### config.mk
export PLATFORM = sky130hd
export DESIGN_NAME = ahb_arbiter_m4_flat
export DESIGN_NICKNAME = d
export VERILOG_FILES = /design/src/rtl/ahb_arbiter_m4_if.sv /design/src/rtl/ahb_arbiter_m4.sv /design/src/flat_wrapper.sv
export SDC_FILE = /design/constraint.sdc
export NUM_CORES = 1
export LEC_CHECK = 0
export BUFFER_PORTS_ARGS = -buffer_cell sky130_fd_sc_hd__buf_2
export CAP_MARGIN = 25
export CORE_UTILIZATION = 57
export DETAILED_ROUTE_END_ITERATION = 12
export PLACE_DENSITY = 0.84
export SLEW_MARGIN = 25
export SYNTH_ARGS = -nofsm -noshare
export SYNTH_HDL_FRONTEND = slang
export SYNTH_SLANG_ARGS = --single-unit
### constraint.sdc
create_clock -name hclk -period 6.05 [get_ports hclk]
set_input_delay 0.3025 -clock hclk [delete_from_list [all_inputs] [get_ports hclk]]
set_output_delay 0.3025 -clock hclk [all_outputs]
set_load 0.02 [all_outputs]
### src/rtl/ahb_arbiter_m4_if.sv
// Arbiter-facing AHB signals: request/lock inputs, multiplexed transfer info and grant outputs.
// The slave modport is the arbiter view; the master modport is the bus/master side.
interface ahb_arbiter_m4_if;
  logic [3:0] hbusreqx;
  logic [3:0] hlockx;
  logic [1:0] htrans;
  logic [2:0] hburst;
  logic       hready;
  logic [3:0] hgrantx;
  logic [3:0] hmaster;
  logic [3:0] hmaster_d;
  logic       hmastlock;

  modport slave (
    input  hbusreqx, hlockx, htrans, hburst, hready,
    output hgrantx, hmaster, hmaster_d, hmastlock
  );

  modport master (
    output hbusreqx, hlockx, htrans, hburst, hready,
    input  hgrantx, hmaster, hmaster_d, hmastlock
  );
endinterface

### src/rtl/ahb_arbiter_m4.sv
// Four-master AHB arbiter: round-robin grant that is frozen during fixed-length bursts and
// locked sequences, with address-phase and data-phase owner indices for the bus muxes.
module ahb_arbiter_m4 #(
  parameter logic [1:0] DEFAULT_MASTER = 2'd0
) (
  input  logic            hclk,
  input  logic            hreset,
  ahb_arbiter_m4_if.slave bus
);
  typedef enum logic [1:0] {ARB = 2'd0, BURST = 2'd1, LOCK = 2'd2} state_t;

  localparam logic [1:0] TR_IDLE   = 2'b00;
  localparam logic [1:0] TR_NONSEQ = 2'b10;
  localparam logic [1:0] TR_SEQ    = 2'b11;

  state_t     state_r, state_nxt_s;
  logic [3:0] cnt_r, cnt_nxt_s;
  logic [3:0] hgrant_r, grant_nxt_s;
  logic [3:0] hmaster_r, hmaster_d_r;
  logic       hmastlock_r;
  logic [1:0] owner_s;
  logic       lk_s;

  function automatic logic [1:0] grant_idx(input logic [3:0] g);
    case (g)
      4'b0010: return 2'd1;
      4'b0100: return 2'd2;
      4'b1000: return 2'd3;
      default: return 2'd0;
    endcase
  endfunction

  // Remaining address beats after the NONSEQ beat; INCR is unbounded so it counts as 0.
  function automatic logic [3:0] burst_rem(input logic [2:0] hb);
    case (hb)
      3'd2, 3'd3: return 4'd3;
      3'd4, 3'd5: return 4'd7;
      3'd6, 3'd7: return 4'd15;
      default:    return 4'd0;
    endcase
  endfunction

  function automatic logic [1:0] rr_pick(input logic [1:0] owner, input logic [3:0] req);
    logic [1:0] pick;
    logic [1:0] cand;
    logic       found;
    pick  = DEFAULT_MASTER;
    found = 1'b0;
    for (int k = 1; k <= 4; k++) begin
      cand = owner + 2'(k);
      if (!found && req[cand]) begin
        pick  = cand;
        found = 1'b1;
      end else begin
        found = found;
      end
    end
    return pick;
  endfunction

  assign owner_s = grant_idx(hgrant_r);
  assign lk_s    = bus.hlockx[owner_s] & bus.hbusreqx[owner_s];

  // Next counter, state and grant; everything holds while hready is low.
  always_comb begin
    cnt_nxt_s   = cnt_r;
    state_nxt_s = state_r;
    grant_nxt_s = hgrant_r;
    if (bus.hready) begin
      case (bus.htrans)
        TR_NONSEQ: cnt_nxt_s = burst_rem(bus.hburst);
        TR_SEQ: begin
          if (cnt_r != 4'd0) begin
            cnt_nxt_s = cnt_r - 4'd1;
          end else begin
            cnt_nxt_s = cnt_r;
          end
        end
        TR_IDLE:   cnt_nxt_s = 4'd0;
        default:   cnt_nxt_s = cnt_r;
      endcase
      if (lk_s) begin
        state_nxt_s = LOCK;
      end else if (cnt_nxt_s != 4'd0) begin
        state_nxt_s = BURST;
      end else begin
        state_nxt_s = ARB;
      end
      if (state_nxt_s == ARB) begin
        grant_nxt_s = 4'b0001 << rr_pick(owner_s, bus.hbusreqx);
      end else begin
        grant_nxt_s = hgrant_r;
      end
    end else begin
      cnt_nxt_s   = cnt_r;
      state_nxt_s = state_r;
      grant_nxt_s = hgrant_r;
    end
  end

  // State, grant and owner pipeline registers.
  always_ff @(posedge hclk) begin
    if (hreset) begin
      state_r     <= ARB;
      cnt_r       <= 4'd0;
      hgrant_r    <= 4'b0001 << DEFAULT_MASTER;
      hmaster_r   <= {2'b00, DEFAULT_MASTER};
      hmaster_d_r <= {2'b00, DEFAULT_MASTER};
      hmastlock_r <= 1'b0;
    end else if (bus.hready) begin
      state_r     <= state_nxt_s;
      cnt_r       <= cnt_nxt_s;
      hgrant_r    <= grant_nxt_s;
      hmaster_r   <= {2'b00, owner_s};
      hmaster_d_r <= hmaster_r;
      hmastlock_r <= bus.hlockx[owner_s];
    end else begin
      state_r     <= state_r;
      cnt_r       <= cnt_r;
      hgrant_r    <= hgrant_r;
      hmaster_r   <= hmaster_r;
      hmaster_d_r <= hmaster_d_r;
      hmastlock_r <= hmastlock_r;
    end
  end

  assign bus.hgrantx   = hgrant_r;
  assign bus.hmaster   = hmaster_r;
  assign bus.hmaster_d = hmaster_d_r;
  assign bus.hmastlock = hmastlock_r;
endmodule

### src/flat_wrapper.sv
// flat-port wrapper written by rule: the top's interface ports become plain ports
module ahb_arbiter_m4_flat 
#(
  parameter logic [1:0] DEFAULT_MASTER = 2'd0
)
  (hclk, hreset, bus_hbusreqx, bus_hlockx, bus_htrans, bus_hburst, bus_hready, bus_hgrantx, bus_hmaster, bus_hmaster_d, bus_hmastlock);
  ahb_arbiter_m4_if bus_i ();
  input  logic hclk;
  input  logic hreset;
  input wire logic [$bits(bus_i.hbusreqx)-1:0] bus_hbusreqx;
  input wire logic [$bits(bus_i.hlockx)-1:0] bus_hlockx;
  input wire logic [$bits(bus_i.htrans)-1:0] bus_htrans;
  input wire logic [$bits(bus_i.hburst)-1:0] bus_hburst;
  input wire logic [$bits(bus_i.hready)-1:0] bus_hready;
  output wire logic [$bits(bus_i.hgrantx)-1:0] bus_hgrantx;
  output wire logic [$bits(bus_i.hmaster)-1:0] bus_hmaster;
  output wire logic [$bits(bus_i.hmaster_d)-1:0] bus_hmaster_d;
  output wire logic [$bits(bus_i.hmastlock)-1:0] bus_hmastlock;
  assign bus_i.hbusreqx = bus_hbusreqx;
  assign bus_i.hlockx = bus_hlockx;
  assign bus_i.htrans = bus_htrans;
  assign bus_i.hburst = bus_hburst;
  assign bus_i.hready = bus_hready;
  assign bus_hgrantx = bus_i.hgrantx;
  assign bus_hmaster = bus_i.hmaster;
  assign bus_hmaster_d = bus_i.hmaster_d;
  assign bus_hmastlock = bus_i.hmastlock;
  ahb_arbiter_m4 #(.DEFAULT_MASTER(DEFAULT_MASTER)) u_core (.hclk(hclk), .hreset(hreset), .bus(bus_i));
endmodule
==> flow_metrics.tcl, run 1 <==
set metrics [dict create \
    outcome "completed" \
    vias_per_cell 6.21 \
    synth_edf_count 0 \
    crit_fanout 22 \
    cp-end-kind "register" \
    finalHoldViolCount 0 \
    io_pins 29 \
    timing.fmax_mhz 393 \
    dp.cells 183 \
    slew_headroom_pct 42.9 \
    path_class "reg -> reg" \
    firstDrtPassIters 4 \
    max_stage_delay_ns 0.88 \
    rsz0062_at_grt "no" \
    clkTransAtPathRegs_ns 0.08 \
    grt_overflow_total 0 \
    dpl.hpwl_um 1960 \
    initial_core_util_pct 62.4 \
    die_height_um 48.8 \
    drv_cap 0 \
    ys_seq_area_share_pct 20.8 \
    postCtsHoldBufs 0 \
    path_cells "or3_4, nand3_2, a221oi_2, nand2b_1, a221oi_1, o311ai_1" \
    drtIter0Drc 38 \
    setup_viol 0 \
    synth_cell_types 60 \
    design.die.area_um2 2380 \
    ir_drop_uv 143 \
    clockBufferDepth 2 \
    track_usage_pct 23.0 \
    port_buffers 23 \
    drv_slew 0 \
    antenna_found_initial 0 \
    post_cts_buffers 0 \
    ys_async_sr_fraction_pct 0 \
    cts_tree "yes" \
    arrival_ns 2.70 \
    p_per_area_nw_per_um2 162 \
    syn_inst 143 \
    drc 0 \
    grtUsageMet3_pct 4.05 \
    worst_slew_pin_slew_ns 0.855 \
    grt_pass1_vias 1028 \
    avgSynthCellArea_um2 8.74 \
    die_w_um 48.8 \
    finalClockSkew_ns 0.00408 \
    finalCritPeriodShare_pct 42.0 \
    cp-start-kind "register" \
    grt_busiest_layer "met2" \
    numCtsBuffers 3 \
    finalSetupTns_ns 0 \
    grt_pass1_wl_um 4370 \
    instances_no_fill 187 \
    cp.required_ns 6.21 \
    dr_total_vias 1162 \
    worstSkewPairLatency_ns 0.28 \
    wl_per_cell_um 13.7 \
    ys_ff_latch 13 \
    worst_path_max_delay_cell "dfxtp_1" \
    gp_congestion 0.866 \
    pre_cts_slack_ns 3.54 \
    core_region_area_um2 2000 \
    cts_htree_levels 1 \
    hold_class "in -> reg" \
    fin_nets 178 \
    grtUsageMet2_pct 39.4 \
    syn_to_final_growth_pct 6.51 \
    fin_crit_ns 2.54 \
    p_leak_nw 0.536 \
    drt-total-wl_um 2560 \
    ant_nets 0 \
    ys.flop_type "dfxtp_1" \
    drive_gt1_share_pct 29.4 \
    yosysWarnings 0 \
    netlist_area_um2 1250 \
    grt_max_degree 23 \
    clock-sinks 13 \
    post_cts_resized 0 \
    antennaDiodeCount 0 \
    setup_ws_ns 3.51 \
    grt_util_met1_pct 29.0 \
    fp-row-count 16 \
    clock-root-buffer "clkbuf_4" \
]
[cells by family after synthesis]
logic type	synth area share (%)
and+or+nand+nor	24.4
AOI/OAI and AO/OA	33.0
buffers and inverters	10.0
DFF	20.8
muxes	5.71
xor gates and xnor gates	4.70
adders and majority gates	1.00
other	0.300
[critical path: cells and delay by family (launching register included)]
family / cells / cell delay, ns
AO/OA/AOI/OAI: 3 / 1.01
AND/OR/NAND/NOR: 3 / 0.52
flip-flops: 1 / 0.88
[metal layers]
| metal | routed length, um | share of wire, % | up-vias |
|---|---|---|---|
| met5 | 0 | 0 | - |
| met4 | 31 | 1.2 | 0 |
| met3 | 115 | 4.5 | 4 |
| met2 | 1270 | 49 | 38 |
| met1 | 1150 | 45 | 547 |
| li1 | - | - | 573 |
[through the flow]
| step | utilization, % | power [mW] | area [um2] | hold slack [ns] |
|---|---|---|---|---|
| CTS | 66.5 | 0.218 | 1330 | 0.321 |
| finish | 66.5 | 0.215 | 1330 | 0.335 |
| global placement | 65.1 | 0.159 | 1300 | 0.470 |
| floorplan | - | 0.150 | 1260 | 0.463 |
| detailed placement | 65.1 | 0.163 | 1300 | 0.481 |
| global route | 66.5 | 0.231 | 1330 | 0.328 |
[placed cells by master, fill, tap and decap left out, types with 3 or more instances in the layout]
master	Yosys	final
nor2_1	12	12
nand2_1	9	9
a211oi_1	3	3
and2_1	3	3
o21ai_0	4	4
buf_2	1	23
conb_1	1	4
dfxtp_1	13	13
nor3b_1	8	8
clkbuf_4	0	3
a21oi_1	4	4
inv_1	5	5
mux2i_1	6	6
o211ai_1	3	3
o31ai_2	4	4
[report_power, final]
part | internal [mW] | total [mW] | leakage [nW] | switching [mW]
registers | 0.0891 | 0.0971 | 0.106 | 0.00801
logic | 0.0276 | 0.0641 | 0.412 | 0.0366
clock network | 0.0246 | 0.0542 | 0.0177 | 0.0296
total | 0.141 | 0.215 | 0.536 | 0.0742
[synth_stat cells (2+ instances only)]
master / count / area, um2
xnor2_1: 2 / 17.5
nor2_1: 12 / 45.0
nand2_1: 9 / 33.8
a22oi_1: 2 / 15.0
o21ai_0: 4 / 20.0
and3_1: 2 / 12.5
o31ai_1: 2 / 15.0
mux2i_1: 6 / 60.1
a32oi_1: 2 / 17.5
xor2_2: 2 / 32.5
a221o_1: 2 / 20.0
dfxtp_1: 13 / 260
or3_4: 2 / 22.5
a21oi_1: 4 / 20.0
inv_1: 5 / 18.8
o31ai_2: 4 / 50.1
and2_1: 3 / 18.8
a31oi_1: 2 / 12.5
nor3b_1: 8 / 60.1
a221oi_1: 2 / 17.5
o211ai_1: 3 / 22.5
nand3_1: 2 / 10.0
buf_6: 5 / 56.3
a211oi_1: 3 / 22.5
a221oi_2: 2 / 30.0
buf_4: 5 / 37.5
nor3_1: 2 / 10.0
[cell type report]
class	count	area, um2
multi-input combinational	115	876
fill	178	671
sequential	13	260
timing repair buffer	23	115
tap	27	33.8
clock buffer	3	22.5
inverter	5	18.8
clock inverter	1	5.00
[final timing paths]
kind                      startpoint                 endpoint  slack, ns  depth (start not counted)
max            u_core.bus.hgrantx[2]    u_core.bus.hgrantx[0]       3.51                          6
min                           hreset    u_core.bus.hmaster[0]       0.34                          2
max reg2reg    u_core.bus.hgrantx[2]    u_core.bus.hgrantx[0]       3.51                          6
min reg2reg  u_core.bus.hmaster_d[0]  u_core.bus.hmaster_d[0]       0.50                          2
[flip-flops by register name (all words and copies together), names as in the netlist]
signal	cells
u_core.cnt_r	4
u_core.bus.hmastlock	1
u_core.bus.hmaster_d	2
u_core.bus.hmaster	2
u_core.bus.hgrantx	4
No activity file was read; power rests on OpenSTA's default activity.
==> run 2, diff against run 1 <==
Settings changed: CORE_UTILIZATION 57 to 53, PLACE_DENSITY 0.84 to 0.79.
Clock period 6.05 ns to 2.5 ns, I/O delays scaled along.
==> run 2 against run 1 <==
  * Sequential power is 140% higher
  * Clock skew is 0.0020 ns lower
  * Die area grew 7.2%
  * Utilization shrank 3.9 points
  * Fmax rose by 9.2%
  * Register-to-register slack worse by 3.3 ns
  * Critical path depth up 2
  * Final cell count increased by 3.2%
  * Routed wire length up 4.7%
  * Via count is 1.0% lower
  * Highest routed layer unchanged
==> flow_metrics.tcl, run 2 (synthesized netlist as in run 1, its figures left out) <==
set metrics [dict create \
    outcome "completed" \
    arrival_ns 2.53 \
    hold_depth 2 \
    hold_class "in -> reg" \
    die_height_um 50.6 \
    die_w_um 50.6 \
    p_leak_nw 0.562 \
    p_switching_mw 0.190 \
    design.die.area_um2 2560 \
    crit_fanout 6 \
    clockBufferDepth 2 \
    final_cell_mix "23 x buf_2, 13 x dfxtp_1, 12 x nor2_1" \
    firstDrtPassIters 4 \
    dr_total_vias 1150 \
    p_sw_share_pct 35.4 \
    max_stage_delay_ns 0.39 \
    syn_to_final_growth_pct 10.7 \
    cts_tree "yes" \
    dpl.hpwl_um 2030 \
    finalHoldViolCount 0 \
    antennaDiodeCount 0 \
    final_common_cell "buf_2" \
    drt-total-wl_um 2680 \
    finalClockSkew_ns 0.00211 \
    drc 0 \
    setup_ws_ns 0.173 \
    cp-start-kind "register" \
    instances_no_fill 193 \
    grt_pass1_wl_um 4450 \
    vias_per_cell 5.96 \
    io_pins 29 \
    ant_nets 0 \
    fp-row-count 17 \
    worst_slew_pin_slew_ns 0.548 \
    p_int_mw 0.346 \
    grt_overflow_total 0 \
    pre_cts_slack_ns 0.199 \
    fillerInstances 202 \
    grt_max_degree 15 \
    drv_slew 0 \
    antenna_found_initial 0 \
    worst_path_max_delay_cell "or3b_1" \
    rsz0062_at_grt "no" \
    wl_per_cell_um 13.9 \
    rr_worst_depth 8 \
    fin_total_pwr_mw 0.536 \
    core_region_area_um2 2210 \
    numCtsBuffers 3 \
    p_per_area_nw_per_um2 387 \
    finalCritPeriodShare_pct 93.1 \
    fin_nets 183 \
    slew_headroom_pct 63.4 \
    clock_power_share_pct 25.5 \
    clock-sinks 13 \
    drv_cap 0 \
    cp-end-kind "register" \
    port_buffers 23 \
    path_cells "inv_1, ha_2, or3b_1, a21o_1, a31oi_2, o2111ai_4, or3_4, o31ai_2" \
    track_usage_pct 22.0 \
    p_seq_share_pct 43.3 \
    reg2reg_slack_ns 0.17 \
    cp.required_ns 2.70 \
    grt_pass1_vias 976 \
    dp.cells 189 \
    clock-root-buffer "clkbuf_4" \
    power_frac_comb_pct 31.2 \
    finalSetupTns_ns 0 \
    setup_viol 0 \
    initial_core_util_pct 56.5 \
    path_class "reg -> reg" \
    drtIter0Drc 34 \
    post_cts_buffers 0 \
    ir_drop_uv 226 \
    seq_area_um2 260 \
    gp_congestion 0.899 \
    clkTransAtPathRegs_ns 0.09 \
    fin_crit_ns 2.33 \
    cts_htree_levels 1 \
    multi_input_area_um2 890 \
    timing.fmax_mhz 430 \
    postCtsHoldBufs 0 \
    drive_gt1_share_pct 32.1 \
    worstSkewPairLatency_ns 0.28 \
]
==> run 2: cell count changes in the layout (fill, tap and decap cells not counted), sizes merged <==
cell and change:
buf +5
==> run 2: critical path: cells and delay by family (launching register included) <==
| kind | cells | cell delay, ns |
|---|---|---|
| simple gates | 2 | 0.78 |
| flops | 1 | 0.35 |
| compound gates | 4 | 0.80 |
| buf+inv | 1 | 0.10 |
| fa+ha+maj | 1 | 0.21 |
==> run 2: repair_timing <==
action | in CTS | in global routing
endpoints found under the setup margin | 0 | 2
hold endpoints to repair | 0 | 0
gates resized for setup | 0 | 2
==> run 2: per-stage QoR <==
| stage | instance area [um2] | util (%) | hold slack [ns] |
|---|---|---|---|
| 4_1_cts | 1370 | 61.9 | 0.145 |
| 2_1_floorplan | 1260 | - | 0.308 |
| 3_5_place_dp | 1340 | 60.7 | 0.442 |
| 5_1_grt | 1380 | 62.6 | 0.143 |
| 3_3_place_gp | 1340 | 60.7 | 0.436 |
| 6_report | 1380 | 62.6 | 0.151 |
==> run 2: worst paths after layout <==
path | startpoint | endpoint
max | u_core.cnt_r[0] | u_core.bus.hgrantx[1]
min | hreset | u_core.bus.hmaster_d[0]
max reg2reg | u_core.cnt_r[0] | u_core.bus.hgrantx[1]
min reg2reg | u_core.bus.hmastlock | u_core.bus.hmastlock
==> run 2: per-layer routing <==
layer  share of wire [%]  wire length [um]  GRT usage (%)  vias up
li1                    -                 -              -      580
met4                 1.0                27           5.56        0
met3                 3.3                88           1.82        4
met2                  45              1220           35.3       25
met1                  50              1350           31.4      541
met5                   0                 0              0        -
==> run 2: layout make-up <==
type                       instances  share of cell area, %
multi-input combinational        115                   64.3
sequential                        13                   18.8
timing repair buffer              28                   11.0
tap                               28                   2.53
clock buffer                       3                   1.63
inverter                           5                   1.36
clock inverter                     1                  0.362
==> run 2: power by group through the flow <==
stage | sequential (mW) | clock, mW | combinational [mW]
after floorplan | 0.233 | 0 | 0.131
after global placement | 0.235 | 0 | 0.155
after detailed placement | 0.236 | 0 | 0.160
after CTS | 0.231 | 0.138 | 0.161
after global routing | 0.234 | 0.150 | 0.182
final | 0.232 | 0.137 | 0.167
